==> src/rtl/nrisc_pkg.sv <==
// Shared sizing defaults and pointer helpers for the NRISC register access front-end.
// No logic of its own; latency and backpressure are defined by the modules that import it.
// Helpers are pure functions usable in constant expressions.
package nrisc_pkg;

    localparam int TAM_DEF        = 16;
    localparam int NREG_DEF       = 16;
    localparam int WBUF_DEPTH_DEF = 2;

    // A 1-entry buffer still needs a 1-bit pointer.
    function automatic int ptr_width(input int n);
        return (n > 1) ? $clog2(n) : 1;
    endfunction

    function automatic int wrap_inc(input int p, input int depth);
        return (p + 1 == depth) ? 0 : p + 1;
    endfunction

endpackage

==> src/rtl/nrisc_wbuf.sv <==
// Write-back FIFO with per-entry addr/data/valid and age-ordered taps (tap 0 = oldest).
// Latency: push visible on taps and head the cycle after the push edge.
// Backpressure: caller must not push when full or pop when empty.
module nrisc_wbuf
    import nrisc_pkg::*;
#(
    parameter int TAM   = 16,
    parameter int AW    = 4,
    parameter int DEPTH = 2
) (
    input  logic                 clk,
    input  logic                 rst,
    input  logic                 push,
    input  logic [AW-1:0]        push_addr,
    input  logic [TAM-1:0]       push_data,
    input  logic                 pop,
    output logic                 full,
    output logic                 empty,
    output logic [AW-1:0]        head_addr,
    output logic [TAM-1:0]       head_data,
    output logic [DEPTH-1:0]     tap_vld,
    output logic [DEPTH*AW-1:0]  tap_addr,
    output logic [DEPTH*TAM-1:0] tap_data
);

    localparam int PW = ptr_width(DEPTH);

    logic [AW-1:0]    addr_q [DEPTH];
    logic [AW-1:0]    addr_d [DEPTH];
    logic [TAM-1:0]   data_q [DEPTH];
    logic [TAM-1:0]   data_d [DEPTH];
    logic [DEPTH-1:0] vld_q, vld_d;
    logic [PW-1:0]    wr_ptr_q, wr_ptr_d;
    logic [PW-1:0]    rd_ptr_q, rd_ptr_d;
    logic [PW-1:0]    idx;

    assign full      = &vld_q;
    assign empty     = ~|vld_q;
    assign head_addr = addr_q[rd_ptr_q];
    assign head_data = data_q[rd_ptr_q];

    always_comb begin
        addr_d   = addr_q;
        data_d   = data_q;
        vld_d    = vld_q;
        wr_ptr_d = wr_ptr_q;
        rd_ptr_d = rd_ptr_q;
        if (pop) begin
            vld_d[rd_ptr_q] = 1'b0;
            rd_ptr_d        = PW'(wrap_inc(int'(rd_ptr_q), DEPTH));
        end
        if (push) begin
            vld_d[wr_ptr_q]  = 1'b1;
            addr_d[wr_ptr_q] = push_addr;
            data_d[wr_ptr_q] = push_data;
            wr_ptr_d         = PW'(wrap_inc(int'(wr_ptr_q), DEPTH));
        end
    end

    // Taps are rotated so that a higher tap index is always a younger entry.
    always_comb begin
        idx      = '0;
        tap_vld  = '0;
        tap_addr = '0;
        tap_data = '0;
        for (int k = 0; k < DEPTH; k++) begin
            idx                      = PW'((int'(rd_ptr_q) + k) % DEPTH);
            tap_vld[k]               = vld_q[idx];
            tap_addr[k*AW +: AW]     = addr_q[idx];
            tap_data[k*TAM +: TAM]   = data_q[idx];
        end
    end

    always_ff @(posedge clk) begin
        if (rst) begin
            vld_q    <= '0;
            wr_ptr_q <= '0;
            rd_ptr_q <= '0;
        end else begin
            vld_q    <= vld_d;
            wr_ptr_q <= wr_ptr_d;
            rd_ptr_q <= rd_ptr_d;
        end
    end

    always_ff @(posedge clk) begin
        addr_q <= addr_d;
        data_q <= data_d;
    end

endmodule

==> src/rtl/nrisc_reg_access.sv <==
// NRISC register bank front-end: 2 forwarded read ports plus a buffered write-back path.
// Latency: reads 1 cycle; write accept to bank_we at least 1 cycle.
// Backpressure: wr_ready = !full from state only; wb_hold stalls draining, buffer keeps contents.
module nrisc_reg_access
    import nrisc_pkg::*;
#(
    parameter int TAM        = TAM_DEF,
    parameter int NREG       = NREG_DEF,
    parameter int WBUF_DEPTH = WBUF_DEPTH_DEF,
    localparam int AW        = $clog2(NREG)
) (
    input  logic                clk,
    input  logic                rst,
    input  logic                rd_req,
    input  logic [AW-1:0]       rd_a_addr,
    input  logic [AW-1:0]       rd_b_addr,
    output logic                rd_valid,
    output logic [TAM-1:0]      rd_a_data,
    output logic [TAM-1:0]      rd_b_data,
    input  logic                wr_valid,
    output logic                wr_ready,
    input  logic [AW-1:0]       wr_addr,
    input  logic [TAM-1:0]      wr_data,
    input  logic                wb_hold,
    input  logic [NREG*TAM-1:0] bank_q,
    output logic [NREG-1:0]     bank_we,
    output logic [TAM-1:0]      bank_wdata
);

    logic                      full, empty, push, pop;
    logic [AW-1:0]             head_addr;
    logic [TAM-1:0]            head_data;
    logic [WBUF_DEPTH-1:0]     tap_vld;
    logic [WBUF_DEPTH*AW-1:0]  tap_addr;
    logic [WBUF_DEPTH*TAM-1:0] tap_data;

    logic            rd_valid_q, rd_valid_d;
    logic [TAM-1:0]  rd_a_data_q, rd_a_data_d;
    logic [TAM-1:0]  rd_b_data_q, rd_b_data_d;
    logic [NREG-1:0] bank_we_q, bank_we_d;
    logic [TAM-1:0]  bank_wdata_q, bank_wdata_d;

    assign wr_ready = !rst && !full;
    assign push     = wr_valid && wr_ready;
    assign pop      = !rst && !wb_hold && !empty;

    nrisc_wbuf #(
        .TAM   (TAM),
        .AW    (AW),
        .DEPTH (WBUF_DEPTH)
    ) u_wbuf (
        .clk       (clk),
        .rst       (rst),
        .push      (push),
        .push_addr (wr_addr),
        .push_data (wr_data),
        .pop       (pop),
        .full      (full),
        .empty     (empty),
        .head_addr (head_addr),
        .head_data (head_data),
        .tap_vld   (tap_vld),
        .tap_addr  (tap_addr),
        .tap_data  (tap_data)
    );

    // Later assignments win: bank, then older-to-younger buffer entries, then the incoming write.
    function automatic logic [TAM-1:0] fwd(input logic [AW-1:0] a);
        logic [TAM-1:0] v;
        v = bank_q[a*TAM +: TAM];
        for (int k = 0; k < WBUF_DEPTH; k++) begin
            if (tap_vld[k] && tap_addr[k*AW +: AW] == a) v = tap_data[k*TAM +: TAM];
        end
        if (push && wr_addr == a) v = wr_data;
        return v;
    endfunction

    always_comb begin
        rd_valid_d   = rd_req;
        rd_a_data_d  = rd_a_data_q;
        rd_b_data_d  = rd_b_data_q;
        bank_we_d    = '0;
        bank_wdata_d = bank_wdata_q;
        if (rd_req) begin
            rd_a_data_d = fwd(rd_a_addr);
            rd_b_data_d = fwd(rd_b_addr);
        end
        if (pop) begin
            for (int i = 0; i < NREG; i++) bank_we_d[i] = (head_addr == AW'(i));
            bank_wdata_d = head_data;
        end
    end

    always_ff @(posedge clk) begin
        if (rst) begin
            rd_valid_q   <= 1'b0;
            rd_a_data_q  <= '0;
            rd_b_data_q  <= '0;
            bank_we_q    <= '0;
            bank_wdata_q <= '0;
        end else begin
            rd_valid_q   <= rd_valid_d;
            rd_a_data_q  <= rd_a_data_d;
            rd_b_data_q  <= rd_b_data_d;
            bank_we_q    <= bank_we_d;
            bank_wdata_q <= bank_wdata_d;
        end
    end

    assign rd_valid   = rd_valid_q;
    assign rd_a_data  = rd_a_data_q;
    assign rd_b_data  = rd_b_data_q;
    assign bank_we    = bank_we_q;
    assign bank_wdata = bank_wdata_q;

endmodule
==> config.mk <==
export PLATFORM = sky130hd
export DESIGN_NAME = nrisc_reg_access
export DESIGN_NICKNAME = d
export VERILOG_FILES = /design/src/rtl/nrisc_pkg.sv /design/src/rtl/nrisc_wbuf.sv /design/src/rtl/nrisc_reg_access.sv
export SDC_FILE = /design/constraint.sdc
export NUM_CORES = 1
export LEC_CHECK = 0
export ABC_AREA = 1
export CAP_MARGIN = 0
export CORE_ASPECT_RATIO = 0.7
export CORE_MARGIN = 1
export CORE_UTILIZATION = 35
export CTS_CLUSTER_DIAMETER = 120
export DETAILED_ROUTE_END_ITERATION = 10
export GPL_TIMING_DRIVEN = 0
export SETUP_SLACK_MARGIN = 0.5
export SLEW_MARGIN = 10
export SYNTH_ARGS = -nofsm -noshare
export SYNTH_HDL_FRONTEND = slang
export SYNTH_HIERARCHICAL = 1
export SYNTH_SLANG_ARGS = --single-unit
==> constraint.sdc <==
create_clock -name clk -period 3.6 [get_ports clk]
set_input_delay 0.54 -clock clk [delete_from_list [all_inputs] [get_ports clk]]
set_output_delay 0.54 -clock clk [all_outputs]
set_load 0.05 [all_outputs]
==> flow_summary.json <==
{
  "finalWorstSetupSlack_ns": 0.690,
  "cts_resized": 0,
  "wirelength_um": 64800,
  "core_um2": 31600,
  "io_pins": 355,
  "layout_commonest_cell": "nand2_1",
  "worst_pin_slew_ns": 1.12,
  "rsz0062_at_grt": "no",
  "synth-edff-count": 40,
  "status": "finished, final reports clean",
  "leakage_nw": 7.86,
  "cts_tree": "yes",
  "wl_per_cell_um": 22.3,
  "min_from": "rd_a_data[9]$_SDFFE_PP0P_",
  "end_kind": "flop",
  "initialDrtViolationCount": 2411,
  "yosysWarnings": 6,
  "vias": 16100,
  "async_reset_ff_frac": 0,
  "timing.reg2reg.setup_slack_ns": 0.69,
  "r2r-end": "rd_a_data[13]$_SDFFE_PP0P_",
  "post_cts_buffers": 0,
  "setup_tns_ns": 0,
  "die_area_um2": 33300,
  "synth_top_family_by_area": "simple AND/OR/NAND/NOR gates",
  "slew_headroom": 0.251,
  "timing.fmax_mhz": 344,
  "cts_root_buf": "clkbuf_16",
  "critPathSlowestCell": "o21ai_0",
  "internal_power_mw": 2.55,
  "detail-route-antenna-nets": 0,
  "drtPass1Iterations": 6,
  "antenna_found_initial": 0,
  "clock_latency_ns": 0.36,
  "hold_path.class": "reg -> reg",
  "worst-path-buf-inv": 4,
  "arrival_ns": 3.15,
  "ir_drop_v": 0.000248,
  "critPathMaxStageDelay_ns": 0.53,
  "die_w_um": 218,
  "avgViaCountPerCell": 5.53,
  "whs_path_depth": 2,
  "port_buffers": 351,
  "start_kind": "flop",
  "clock-sinks": 109,
  "htreeDepth": 3,
  "avgSynthCellArea_um2": 5.40,
  "crit_fanout": 10,
  "hold_end": "rd_a_data[9]$_SDFFE_PP0P_",
  "synthFlopType": "dfxtp_1",
  "fp.dieH_um": 153,
  "synthDistinctLibCells": 31,
  "drc": 0,
  "drv_slew": 0,
  "syn_area_um2": 11400,
  "post-dp-hpwl_um": 51300,
  "cpLargestDelayFamily": "buffers and inverters",
  "reg2reg_from": "u_wbuf/rd_ptr_q$_SDFFE_PP0P_",
  "synthMuxAreaShare": 0,
  "yosys.area_share.adder": 0,
  "synthXorXnorAreaFrac": 0.00460,
  "pwr-share-seq": 0.326,
  "cap_viol_max_count": 0,
  "synthToLayoutAreaGrowth_pct": 38.0,
  "reg2reg_depth": 14,
  "grt_pass1_wl_um": 95000,
  "grt_usage": 0.383,
  "p_sw_frac": 0.389,
  "layout-drive-gt1-share": 0.0710,
  "routabilityCongestion": 0.995,
  "nets": 2764,
  "crit_chain": "buf_6 > buf_6 > o21ai_0 > buf_4 > nand2_1 > o21ai_1 > nor2_1 > nand3_1 > buf_2 > nand3_1 > nand2_1 > nand2_1 > nand2_1 > a21oi_1",
  "mostFrequentLayoutCells": "743 x nand2_1, 485 x nand3_1, 351 x clkdlybuf4s50_1",
  "final_hold_viol_count": 0,
  "rows": 54,
  "clk_path_buf_depth": 2,
  "yosys.area_share.simple": 0.497,
  "layout_min_cycle_time_ns": 2.91,
  "finalSetupViolations": 0,
  "worstSetupPathDepth": 14,
  "cts-buffers-inserted": 9,
  "grt_max_degree": 22,
  "synth_seq_area_share": 0.226,
  "cts_hold_buf": 0,
  "synthCells": 2113,
  "path_class": "reg -> reg",
  "synth_fp_nets": 2402,
  "worstPathRequired_ns": 3.84,
  "grt_pass1_vias": 15100,
  "cpMostUsedCell": "nand2_1",
  "synth_compound_area_frac": 0.0819,
  "clkPwrFrac": 0.241,
  "cts.clk_slew.worst_paths_ns": 0.07,
  "overflow": 0,
  "period_share": 0.808,
  "place_ws_ns": 0.483,
  "start_util": 0.361,
  "ys_ff_latch": 109,
  "p_switching_mw": 1.62,
  "power_density_nw_per_um2": 265,
  "fin_skew_ns": 0.00720,
  "combPwrFrac": 0.433
}
power groups by stage:
stage	clock network, mW	logic (mW)	registers (mW)
2_1_floorplan	0	0.791	1.51
3_3_place_gp	0	1.73	1.39
3_5_place_dp	0	1.74	1.39
4_1_cts	1.01	1.75	1.36
5_1_grt	1.08	1.91	1.37
6_report	1.00	1.81	1.36
worst max-delay path by stage:
| stage | startpoint | to | slack (ns) |
|---|---|---|---|
| 2_1_floorplan | rst | u_wbuf/addr_q[0]$_DFFE_PP_ | 1.55 |
| 3_3_place_gp | rd_a_addr[1] | rd_a_data[13]$_SDFFE_PP0P_ | 0.49 |
| 3_5_place_dp | rd_a_addr[0] | rd_a_data[13]$_SDFFE_PP0P_ | 0.48 |
| 4_1_cts | u_wbuf/rd_ptr_q$_SDFFE_PP0P_ | rd_a_data[13]$_SDFFE_PP0P_ | 0.75 |
| 5_1_grt | u_wbuf/rd_ptr_q$_SDFFE_PP0P_ | rd_a_data[13]$_SDFFE_PP0P_ | 0.58 |
| 6_report | u_wbuf/rd_ptr_q$_SDFFE_PP0P_ | rd_a_data[13]$_SDFFE_PP0P_ | 0.69 |
synthesized netlist by cell type, types with 2 or more instances:
cell | instances | area share
inv_1 | 326 | 0.11
nand4_1 | 3 | 0.0016
o22ai_1 | 2 | 0.0011
dfxtp_1 | 69 | 0.12
buf_4 | 29 | 0.019
o31ai_1 | 16 | 0.011
nor3_4 | 2 | 0.0029
o21ai_1 | 8 | 0.0035
buf_6 | 6 | 0.0059
nand3_1 | 485 | 0.21
clkbuf_1 | 22 | 0.0072
nor3_2 | 2 | 0.0018
nor2_1 | 91 | 0.030
buf_2 | 92 | 0.040
xor2_1 | 5 | 0.0038
o21ai_2 | 19 | 0.015
a21oi_1 | 100 | 0.044
o21ai_0 | 19 | 0.0083
edfxtp_1 | 40 | 0.11
buf_1 | 18 | 0.0059
nand2_1 | 743 | 0.24
inv_2 | 7 | 0.0023
metal layers:
metal / global-route usage / up-vias / part of all wire
met5: 0 / - / 0
met4: 0.122 / 0 / 0.035
met3: 0.104 / 166 / 0.14
met2: 0.554 / 1174 / 0.40
met1: 0.546 / 7390 / 0.43
li1: - / 7320 / -
state kept, by name (all words and copies together), names as in the netlist:
register,count
u_wbuf/vld_q,2
rd_a_data,16
bank_we,16
bank_wdata,16
rd_b_data,16
u_wbuf/data_q,32
rd_valid,1
u_wbuf/wr_ptr_q,1
u_wbuf/rd_ptr_q,1
u_wbuf/addr_q,8
logic make-up after synthesis:
family,Yosys count
compound gates,164
buf+inv,503
simple gates,1331
xor+xnor,6
flops,109
tightest hold or removal path, stage by stage, from the launching register on:
cell	delay [ns]
dfxtp_1	0.31
nand2_1	0.06
a21oi_1	0.05
cell type report:
class                   count  area (µm²)
inverters                 335        1260
fillers                  3388       15900
multi-input cells        1501        6660
plain buffers             168         911
well taps                 420         526
flip-flops and latches    109        2580
repair buffers            351        3510
clock inverters             6        61.3
diodes                      1        2.50
clock buffers              10         229
stage by stage:
stage	std cells	util	hold slack (ns)	power (mW)	instance area, µm²
after detailed placement	2884	0.489	0.451	3.13	15500
after global placement	2884	0.489	0.456	3.11	15500
after global routing	2900	0.498	0.485	4.35	15700
final	2901	0.498	0.466	4.17	15700
after CTS	2900	0.498	0.467	4.12	15700
after floorplan	2113	-	0.459	2.31	11400
Note: power is estimated with default switching activity, not from simulation.
